[config.mk]
export PLATFORM = sky130hd
export DESIGN_NAME = frogger_game_fsm
export DESIGN_NICKNAME = d
export VERILOG_FILES = /design/src/rtl/frogger_game_fsm.sv
export SDC_FILE = /design/constraint.sdc
export NUM_CORES = 1
export LEC_CHECK = 0
export CORE_MARGIN = 2
export CORE_UTILIZATION = 40
export CTS_CLUSTER_SIZE = 12
export DETAILED_ROUTE_END_ITERATION = 7
export SKIP_LAST_GASP = 1
export SLEW_MARGIN = 40
export SYNTH_ARGS = -nofsm -noshare
export SYNTH_HDL_FRONTEND = slang
export SYNTH_SLANG_ARGS = --single-unit
export TNS_END_PERCENT = 50
[constraint.sdc]
create_clock -name i_Clk -period 7.17 [get_ports i_Clk]
set_clock_uncertainty 0.1 [all_clocks]
set_input_delay 1.434 -clock i_Clk [delete_from_list [all_inputs] [get_ports i_Clk]]
set_output_delay 1.434 -clock i_Clk [all_outputs]
set_load 0.02 [all_outputs]
[src/rtl/frogger_game_fsm.sv]
// -----------------------------------------------------------------------------
// frogger_game_fsm
// Top-level game sequencer for frogger_game. Owns the lives counter and the
// level (score), freezes car traffic between rounds and issues one-cycle frog
// respawn pulses. Every output is driven straight from a flop.
//
// Ports
//   i_Clk          system clock (pixel clock domain)
//   i_Rst          asynchronous, active-high reset
//   i_Frame_Tick   one-cycle pulse per video frame
//   i_Game_Start   debounced start request, one-cycle pulse
//   i_Collided     frog/car overlap, level-valid
//   i_Frog_Y[5:0]  current frog tile row
//   o_Game_Active  1 only in PLAY (gates frog movement)
//   o_Cars_Freeze  1 in every state except PLAY
//   o_Frog_Reset   one-cycle pulse: return frog to its start tile
//   o_Lives[1:0]   remaining lives
//   o_Level[6:0]   current level (score)
//   o_Game_Over    1 in GAME_OVER
//   o_Hit_Flash    timer bit 3 while in HIT, else 0
//   o_State[2:0]   encoded state (debug)
//
// Build option
//   FROGGER_FSM_BONUS_LIFE_EN : when defined, entering LEVEL_UP with a new
//   level that is a nonzero multiple of 5 grants one extra life (max 3).
// -----------------------------------------------------------------------------
module frogger_game_fsm #(
    parameter int START_LIVES    = 3,
    parameter int HIT_FRAMES     = 60,
    parameter int LEVELUP_FRAMES = 30,
    parameter int MAX_LEVEL      = 99,
    parameter int GOAL_ROW       = 0
) (
    input  logic       i_Clk,
    input  logic       i_Rst,
    input  logic       i_Frame_Tick,
    input  logic       i_Game_Start,
    input  logic       i_Collided,
    input  logic [5:0] i_Frog_Y,
    output logic       o_Game_Active,
    output logic       o_Cars_Freeze,
    output logic       o_Frog_Reset,
    output logic [1:0] o_Lives,
    output logic [6:0] o_Level,
    output logic       o_Game_Over,
    output logic       o_Hit_Flash,
    output logic [2:0] o_State
);

    typedef enum logic [2:0] {
        ST_IDLE      = 3'd0,
        ST_PLAY      = 3'd1,
        ST_HIT       = 3'd2,
        ST_LEVEL_UP  = 3'd3,
        ST_GAME_OVER = 3'd4
    } state_t;

    localparam logic [1:0] START_LIVES_C = 2'(START_LIVES);
    localparam logic [7:0] HIT_LIM       = 8'(HIT_FRAMES);
    localparam logic [7:0] LVL_LIM       = 8'(LEVELUP_FRAMES);
    localparam logic [6:0] MAX_LEVEL_C   = 7'(MAX_LEVEL);
    localparam logic [5:0] GOAL_ROW_C    = 6'(GOAL_ROW);

    state_t     state_q, state_d;
    logic [1:0] lives_q, lives_d;
    logic [6:0] level_q, level_d;
    logic [7:0] timer_q, timer_d;
    logic       frog_reset_q, frog_reset_d;
    logic       game_active_q, game_active_d;
    logic       cars_freeze_q, cars_freeze_d;
    logic       game_over_q, game_over_d;
    logic       hit_flash_q, hit_flash_d;

    logic [7:0] timer_inc_s;
    logic [6:0] level_inc_s;
    logic [1:0] lives_goal_s;

    // Lives after a collision; a round never starts with 0 lives, but keep it from wrapping.
    function automatic logic [1:0] lives_dec(input logic [1:0] lives);
        return (lives == 2'd0) ? 2'd0 : lives - 2'd1;
    endfunction

    // Shared increments used by the next-state logic.
    always_comb begin
        timer_inc_s = timer_q + 8'd1;
        level_inc_s = (level_q >= MAX_LEVEL_C) ? MAX_LEVEL_C : level_q + 7'd1;
    end

    // Lives value applied when a crossing completes (optional bonus life).
    always_comb begin
        lives_goal_s = lives_q;
`ifdef FROGGER_FSM_BONUS_LIFE_EN
        // Only a real level change earns the bonus, so a saturated level cannot farm lives.
        if ((level_inc_s != level_q) && (level_inc_s != 7'd0) &&
            ((level_inc_s % 7'd5) == 7'd0) && (lives_q != 2'd3)) begin
            lives_goal_s = lives_q + 2'd1;
        end else begin
            lives_goal_s = lives_q;
        end
`else
        lives_goal_s = lives_q;
`endif
    end

    // Next-state, counters and next values of the registered outputs.
    always_comb begin
        state_d      = state_q;
        lives_d      = lives_q;
        level_d      = level_q;
        timer_d      = timer_q;
        frog_reset_d = 1'b0;

        case (state_q)
            ST_IDLE, ST_GAME_OVER: begin
                if (i_Game_Start) begin
                    state_d      = ST_PLAY;
                    lives_d      = START_LIVES_C;
                    level_d      = 7'd0;
                    timer_d      = 8'd0;
                    frog_reset_d = 1'b1;
                end else begin
                    state_d = state_q;
                end
            end
            ST_PLAY: begin
                // Collision takes priority over reaching the goal row.
                if (i_Collided) begin
                    state_d = ST_HIT;
                    lives_d = lives_dec(lives_q);
                    timer_d = 8'd0;
                end else if (i_Frog_Y == GOAL_ROW_C) begin
                    state_d = ST_LEVEL_UP;
                    level_d = level_inc_s;
                    lives_d = lives_goal_s;
                    timer_d = 8'd0;
                end else begin
                    state_d = ST_PLAY;
                end
            end
            ST_HIT: begin
                if (i_Frame_Tick) begin
                    if (timer_inc_s == HIT_LIM) begin
                        timer_d = 8'd0;
                        if (lives_q == 2'd0) begin
                            state_d = ST_GAME_OVER;
                        end else begin
                            state_d      = ST_PLAY;
                            frog_reset_d = 1'b1;
                        end
                    end else begin
                        timer_d = timer_inc_s;
                    end
                end else begin
                    timer_d = timer_q;
                end
            end
            ST_LEVEL_UP: begin
                if (i_Frame_Tick) begin
                    if (timer_inc_s == LVL_LIM) begin
                        timer_d      = 8'd0;
                        state_d      = ST_PLAY;
                        frog_reset_d = 1'b1;
                    end else begin
                        timer_d = timer_inc_s;
                    end
                end else begin
                    timer_d = timer_q;
                end
            end
            default: begin
                state_d = ST_IDLE;
                lives_d = 2'd0;
                level_d = 7'd0;
                timer_d = 8'd0;
            end
        endcase

        // Output flops are loaded from the next state so they line up with o_State.
        game_active_d = (state_d == ST_PLAY);
        cars_freeze_d = (state_d != ST_PLAY);
        game_over_d   = (state_d == ST_GAME_OVER);
        if (state_d == ST_HIT) begin
            hit_flash_d = timer_d[3];
        end else begin
            hit_flash_d = 1'b0;
        end
    end

    // State, counters and output registers.
    always_ff @(posedge i_Clk or posedge i_Rst) begin
        if (i_Rst) begin
            state_q       <= ST_IDLE;
            lives_q       <= 2'd0;
            level_q       <= 7'd0;
            timer_q       <= 8'd0;
            frog_reset_q  <= 1'b0;
            game_active_q <= 1'b0;
            cars_freeze_q <= 1'b1;
            game_over_q   <= 1'b0;
            hit_flash_q   <= 1'b0;
        end else begin
            state_q       <= state_d;
            lives_q       <= lives_d;
            level_q       <= level_d;
            timer_q       <= timer_d;
            frog_reset_q  <= frog_reset_d;
            game_active_q <= game_active_d;
            cars_freeze_q <= cars_freeze_d;
            game_over_q   <= game_over_d;
            hit_flash_q   <= hit_flash_d;
        end
    end

    assign o_State       = state_q;
    assign o_Lives       = lives_q;
    assign o_Level       = level_q;
    assign o_Frog_Reset  = frog_reset_q;
    assign o_Game_Active = game_active_q;
    assign o_Cars_Freeze = cars_freeze_q;
    assign o_Game_Over   = game_over_q;
    assign o_Hit_Flash   = hit_flash_q;

endmodule
==> results by group, run 1 <==
Timing
  – Final Slew Violations: 0
  – RSZ-0062 raised after global routing: no
  – Fmax: 318 MHz
  – Tcrit/Tclk final: 43.9%
  – Rel. slew slack: 56.9%
  – Final min period: 3140 ps
  – Hold Violations, Final: 0
  – Worst Tran Pin Value: 638 ps
  – Setup tns final: 0 ps
  – Setup-failing EPs final: 0

Yosys
  – Yosys cell types: 47
  – Ys async rst share: 100%
  – Synth Area in Simple Gates: 27.3%
  – Yosys synthesis warning count: 0
  – Post-Syn Area: 0.00156 mm^2
  – Mapped Nets: 195
  – Synth Area per Inst: 8.59 um^2
  – Synth Instances: 181
  – Compound-Gate Fraction of Synth Area: 25.7%
  – Largest family of logic cells by synthesized area: simple AND/OR/NAND/NOR gates
  – Adder-cell area share of the yosys netlist: 2.41%
  – Multiplexer share of the synthesized area: 0%
  – Sequential fraction of the synthesis area: 40.3%
  – EDFF count, synth: 0
  – Seq cells post-synth: 25
  – Post-Synth XOR/XNOR Area: 1.69%
  – Ys flop type: dfrtp_1

Worst hold path
  – Number of cells on the worst hold path: 1
  – Min-Delay Endpoint: timer_q[4]
  – Hold_sp: timer_q[4]
  – Hold WC Path Type: reg2reg

Die
  – Chip height: 66.4 um
  – Top-Level Pins: 28
  – Die width: 66.4 um
  – Num rows: 22
  – DIE AREA: 0.00440 mm^2
  – Core area: 0.00369 mm^2
  – Initial core utilization: 42.2%

Setup path
  – CP arrival: 3200 ps
  – Buffers & Inverters on Critical Path: 1
  – Critical Path Slowest Stage Cell: clkdlybuf4s50_1
  – Crit path max fanout: 5
  – Setup crit end kind: flop
  – Worst path required time: 7220 ps
  – Worst path cell trace: clkdlybuf4s50_1 > nor4_1 > a21oi_1 > a21oi_1 > o21ai_0 > o21ai_0 > o21ai_0
  – CP peak stage delay: 400 ps
  – Most frequent CP cell: o21ai_0
  – Kind of critical path: in2reg
  – Reg2reg start: timer_q[0]
  – CP delay by family, top: compound AO/OA/AOI/OAI gates
  – R2R depth: 7
  – R2R Setup Slk: 4330 ps
  – R2r endpoint: o_Cars_Freeze
  – Worst setup SP type: primary input

Power and ir drop
  – Leak pwr: 0.850 nW
  – Pwr/cell area: 214 mW/mm^2
  – Maximum vdd drop: 0.0969 mV

Layout
  – Fillers: 363
  – Layout area overhead: 22.5%
  – Most frequent cells in the layout: 27 x clkdlybuf4s50_1, 26 x nand2_1, 24 x dfrtp_1
  – Layout cells sized above 1: 6.28%
  – Antenna diodes: 0
  – Nets: 222
  – Non-Filler Instances: 255
  – Commonest non-fill, non-tap cell in the layout: clkdlybuf4s50_1

Place
  – Dpl cells: 251
  – Port Buffers: 27
  – HPWL after DPL: 2.81 mm
  – GP Congestion: 0.860

Global routing
  – Largest net degree at the start of global routing: 26
  – First-pass GRT wire length: 6.13 mm
  – Total GRT Usage: 18.0%
  – GR Overflow Total: 0
  – Vias in the first global route: 1314
  – Initial antenna violation count: 0

Clock tree
  – H-tree lvl count: 1
  – Post-CTS Hold Fix Bufs: 0
  – Max Root-Sink Buffers: 2
  – Root Buffer: clkbuf_8
  – CTS Buf Count: 3
  – Clock Latency Late Sink: 270 ps
  – Clock-pin transition on the worst setup and hold timing paths: 90 ps
  – CTS tree: done
  – Post-CTS sizing: 0
  – CTS Sinks: 25
  – Setup repair bufs after CTS: 0

Drt
  – WL/cell: 14.4 um
  – Vias per inst: 5.64
  – Initial drt markers: 96
  – Routed WL: 3.68 mm
  – TritonRoute pass-1 iters: 4
  – Antenna viol nets, final: 0
  – Drt drc: 0
  – Via count: 1439

Job
  – MaxCap Viol Count: 0

Run status
  – Outcome: finished, final reports clean
flip-flops by register name, indices dropped and copies added, names as in the netlist:
register / cells
o_Game_Active: 1
o_Frog_Reset: 1
o_Hit_Flash: 1
o_Lives: 2
o_State: 3
o_Level: 7
timer_q: 8
o_Game_Over: 1
o_Cars_Freeze: 1
through the flow:
step	instance area, um^2	power (W)	setup slack [ps]	hold slack, ps	utilization, %
after global routing	1910	0.000438	3860	488	51.7
final	1910	0.000408	4030	474	51.7
after detailed placement	1860	0.000326	3730	454	50.4
after floorplan	1560	0.000289	4390	414	-
after CTS	1910	0.000410	4030	468	51.7
after global placement	1860	0.000325	3820	435	50.4
routing by layer:
| metal | vias up | wire length [um] | global-route usage [%] |
|---|---|---|---|
| li1 | 716 | - | - |
| met4 | 0 | 33 | 5.10 |
| met5 | - | 0 | 0 |
| met1 | 686 | 1760 | 24.7 |
| met3 | 4 | 147 | 2.56 |
| met2 | 33 | 1740 | 29.6 |
cell usage after synthesis, types with 2 or more instances:
cell | instances | area share, %
nor4_1 | 2 | 0.80
nor2_1 | 13 | 3.1
and3b_1 | 2 | 1.1
nor3_1 | 3 | 0.97
nand2b_1 | 4 | 1.6
a21oi_1 | 10 | 3.2
nand3b_1 | 2 | 0.97
ha_1 | 3 | 2.4
o21ai_1 | 2 | 0.64
clkbuf_1 | 4 | 0.97
inv_1 | 4 | 0.97
nand2_1 | 26 | 6.3
and2b_1 | 2 | 0.97
nand3_1 | 5 | 1.6
o21a_1 | 4 | 1.9
o21ai_0 | 15 | 4.8
and3_1 | 7 | 2.8
xor2_1 | 2 | 1.1
a211o_1 | 2 | 1.1
a21o_1 | 3 | 1.4
nor2b_1 | 8 | 3.2
a31oi_1 | 7 | 2.8
o31ai_1 | 2 | 0.97
a22o_1 | 2 | 1.1
o22ai_1 | 2 | 0.80
dfrtp_1 | 24 | 39
how the worst max path moves through the flow:
stage | endpoint | cells past startpoint | start
2_1_floorplan | o_Cars_Freeze | 5 | i_Frame_Tick
3_3_place_gp | timer_q[6] | 7 | i_Frog_Y[1]
3_5_place_dp | timer_q[6] | 7 | i_Frog_Y[0]
4_1_cts | timer_q[6] | 7 | i_Frog_Y[0]
5_1_grt | timer_q[6] | 7 | i_Frog_Y[1]
6_report | timer_q[6] | 7 | i_Frog_Y[1]
worst reg2reg max path, stage by stage (launching register included):
cell	delay, ps
dfrtp_1	460
ha_1	320
and3_4	230
a311oi_2	310
a31oi_1	120
or4_4	580
o211a_1	280
or3_1	370
final cells by class:
class                           count  area (um^2)  share of cell area [%]
Multi-Input combinational cell    147          887                    46.6
Inverter                            4         15.0                   0.788
Clock buffer                        3         41.3                    2.17
Tap cell                           48         60.1                    3.15
Timing Repair Buffer               27          270                    14.2
Sequential cell                    25          627                    32.9
Clock inverter                      1         5.00                   0.263
power by group:
| part | leakage (nW) | internal [W] | switching, W |
|---|---|---|---|
| Clock | 0.0255 | 0.0000389 | 0.0000458 |
| Sequential | 0.323 | 0.000161 | 0.0000309 |
| Combinational | 0.501 | 0.0000607 | 0.0000708 |
cells by family (layout without fill, tap and decap cells):
family | count (synthesis) | after routing
xor gates and xnor gates | 3 | 3
buffers and inverters | 9 | 35
adders and majority gates | 3 | 3
AOI/OAI and AO/OA | 60 | 60
DFF | 25 | 25
and+or+nand+nor | 81 | 81
(Power assumes the default switching activity.)
==> run 2, diff against run 1 <==
==> constraint.sdc (replaced) <==
create_clock -name i_Clk -period 2.9 [get_ports i_Clk]
set_clock_uncertainty 0.1 [all_clocks]
set_input_delay 0.58 -clock i_Clk [delete_from_list [all_inputs] [get_ports i_Clk]]
set_output_delay 0.58 -clock i_Clk [all_outputs]
set_load 0.02 [all_outputs]
==> results by group, run 2 (synthesis gave the netlist of run 1 again) <==
Layout
  – Commonest non-fill, non-tap cell in the layout: clkdlybuf4s50_1 (unchanged)
  – Layout area overhead: 23.6% (was 22.5%)
  – Max reg flops: 8 (unchanged)
  – Most frequent cells in the layout: 27 x clkdlybuf4s50_1, 26 x nand2_1, 24 x dfrtp_1 (unchanged)
  – Layout cells sized above 1: 6.70% (was 6.28%)
  – Design area: 0.00192 mm^2 (was 0.00191 mm^2)
  – Largest register by flop count: timer_q (unchanged)
  – Fillers: 374 (was 363)
  – Nets: 224 (was 222)
  – Antenna diodes: 0 (unchanged)
  – Utilization after layout: 52.1% (was 51.7%)

Timing
  – Tcrit/Tclk final: 93.4%
  – Hold Violations, Final: 0 (unchanged)
  – Fmax: 369 MHz
  – Final min period: 2710 ps
  – Setup-failing EPs final: 0 (unchanged)
  – Rel. slew slack: 58.1% (was 56.9%)
  – Setup tns final: 0 ps (unchanged)
  – Worst Tran Pin Value: 621 ps (was 638 ps)
  – RSZ-0062 raised after global routing: no (unchanged)
  – Final Slew Violations: 0 (unchanged)

Worst hold path
  – Hold_sp: o_Level[2] (was timer_q[4])
  – Hold WC Path Type: reg2reg (unchanged)
  – Number of cells on the worst hold path: 2 (was 1)
  – Min-Delay Endpoint: o_Level[2] (was timer_q[4])

Global routing
  – Total GRT Usage: 18.9% (was 18.0%)
  – First-pass GRT wire length: 6.39 mm (was 6.13 mm)
  – GR Overflow Total: 0 (unchanged)
  – Largest net degree at the start of global routing: 26 (unchanged)
  – Initial antenna violation count: 0 (unchanged)
  – Vias in the first global route: 1401 (was 1314)

Job
  – MaxCap Viol Count: 0 (unchanged)

Setup path
  – Worst path required time: 3000 ps (was 7220 ps)
  – Crit path max fanout: 8 (was 5)
  – Reg2reg start: timer_q[0] (unchanged)
  – R2R Setup Slk: 190 ps (was 4330 ps)
  – Buffers & Inverters on Critical Path: 0 (was 1)
  – CP peak stage delay: 580 ps (was 400 ps)
  – CP arrival: 2810 ps (was 3200 ps)
  – CP delay by family, top: simple AND/OR/NAND/NOR gates (was compound AO/OA/AOI/OAI gates)
  – Setup crit end kind: flop (unchanged)
  – Critical path depth: 7 (unchanged)
  – R2R depth: 7 (unchanged)
  – Worst path cell trace: ha_2 > and3_4 > a311oi_2 > a31oi_1 > or4_4 > o211a_1 > or3_1 (was clkdlybuf4s50_1 > nor4_1 > a21oi_1 > a21oi_1 > o21ai_0 > o21ai_0 > o21ai_0)
  – Critical Path Slowest Stage Cell: or4_4 (was clkdlybuf4s50_1)
  – Kind of critical path: reg2reg (was in2reg)
  – R2r endpoint: o_Cars_Freeze (unchanged)
  – Worst setup SP type: flop (was primary input)

Clock tree
  – CTS tree: done (unchanged)
  – Clock-pin transition on the worst setup and hold timing paths: 80 ps (was 90 ps)
  – Clock Latency Late Sink: 270 ps (about the same)
  – H-tree lvl count: 1 (unchanged)
  – CTS Buf Count: 3 (unchanged)
  – Post-CTS Hold Fix Bufs: 0 (unchanged)
  – Max Root-Sink Buffers: 2 (unchanged)
  – Root Buffer: clkbuf_8 (unchanged)
  – CTS Sinks: 25 (unchanged)

Die
  – Core area: 0.00369 mm^2 (unchanged)
  – Die width: 66.4 um (unchanged)
  – Top-Level Pins: 28 (unchanged)
  – Initial core utilization: 42.2% (unchanged)
  – DIE AREA: 0.00440 mm^2 (unchanged)
  – Num rows: 22 (unchanged)
  – Chip height: 66.4 um (unchanged)

Drt
  – TritonRoute pass-1 iters: 4 (unchanged)
  – WL/cell: 14.5 um (was 14.4 um)
  – Drt drc: 0 (unchanged)
  – Vias per inst: 5.66 (was 5.64)
  – Via count: 1455 (was 1439)
  – Initial drt markers: 123 (was 96)
  – Antenna viol nets, final: 0 (unchanged)
  – Routed WL: 3.71 mm (was 3.68 mm)

Place
  – HPWL after DPL: 2.89 mm (was 2.81 mm)
  – Placed Area: 0.00187 mm^2 (was 0.00186 mm^2)
  – GP Congestion: 0.893 (was 0.860)
  – Port Buffers: 27 (unchanged)

Power and ir drop
  – Pwr/cell area: 526 mW/mm^2 (was 214 mW/mm^2)
  – Maximum vdd drop: 0.217 mV (was 0.0969 mV)
  – Leak pwr: 0.855 nW (was 0.850 nW)
  – Total Power: 0.00101 W (was 0.000408 W)

Run status
  – Outcome: finished, final reports clean (unchanged)
[run 2: cell types whose count changed in the layout (fill, tap and decap cells not counted)]
cell / change
ha_2: +1
inv_2: -1
ha_1: -1
buf_4: +2
clkinv_2: -1
inv_1: +1
clkbuf_1: +1
[run 2: how the worst max path moves through the flow]
stage | start | endpoint | slack (ps)
finish | timer_q[0] | o_Cars_Freeze | 190
global placement | timer_q[0] | o_Cars_Freeze | 200
detailed placement | timer_q[0] | o_Cars_Freeze | 170
CTS | timer_q[0] | o_Cars_Freeze | 140
global route | timer_q[0] | o_Cars_Freeze | 70
floorplan | timer_q[0] | o_Cars_Freeze | 310
[run 2: metal layers]
layer | wire (um) | track usage [%] | vias up | part of all wire (%)
li1 | - | - | 719 | -
met5 | 0 | 0 | - | 0
met1 | 1670 | 24.9 | 689 | 45
met2 | 1810 | 31.6 | 40 | 49
met4 | 58 | 6.38 | 0 | 1.6
met3 | 173 | 2.90 | 7 | 4.7
[run 2: layout make-up]
type / count / area [um^2] / share of cell area (%)
Clock buffer: 4 / 45.0 / 2.34
Timing Repair Buffer: 29 / 285 / 14.8
Multi-Input combinational cell: 147 / 890 / 46.3
Inverter: 4 / 15.0 / 0.781
Sequential cell: 25 / 627 / 32.6
Tap cell: 48 / 60.1 / 3.13
[run 2: where the power goes]
part           internal [W]  switching (W)  total [W]
Clock             0.0000982       0.000106   0.000204
Sequential         0.000398      0.0000784   0.000477
Combinational      0.000154       0.000176   0.000330
[run 2: worst min-delay path, cell delays in order, from the launching register on]
cell and delay [ps]:
dfrtp_1 410, nand2_1 60, nand2_1 50
[run 2: what timing repair did]
item,in CTS,in global routing
gates resized for setup,0,1
setup buffers,0,0
setup endpoints to repair,0,1
[run 2: through the flow]
stage / hold slack [ps] / instances / worst slack, ps
floorplan: 414 / 181 / 315
global placement: 435 / 253 / 199
detailed placement: 440 / 253 / 170
CTS: 463 / 257 / 145
global route: 504 / 257 / 69.9
finish: 458 / 257 / 190
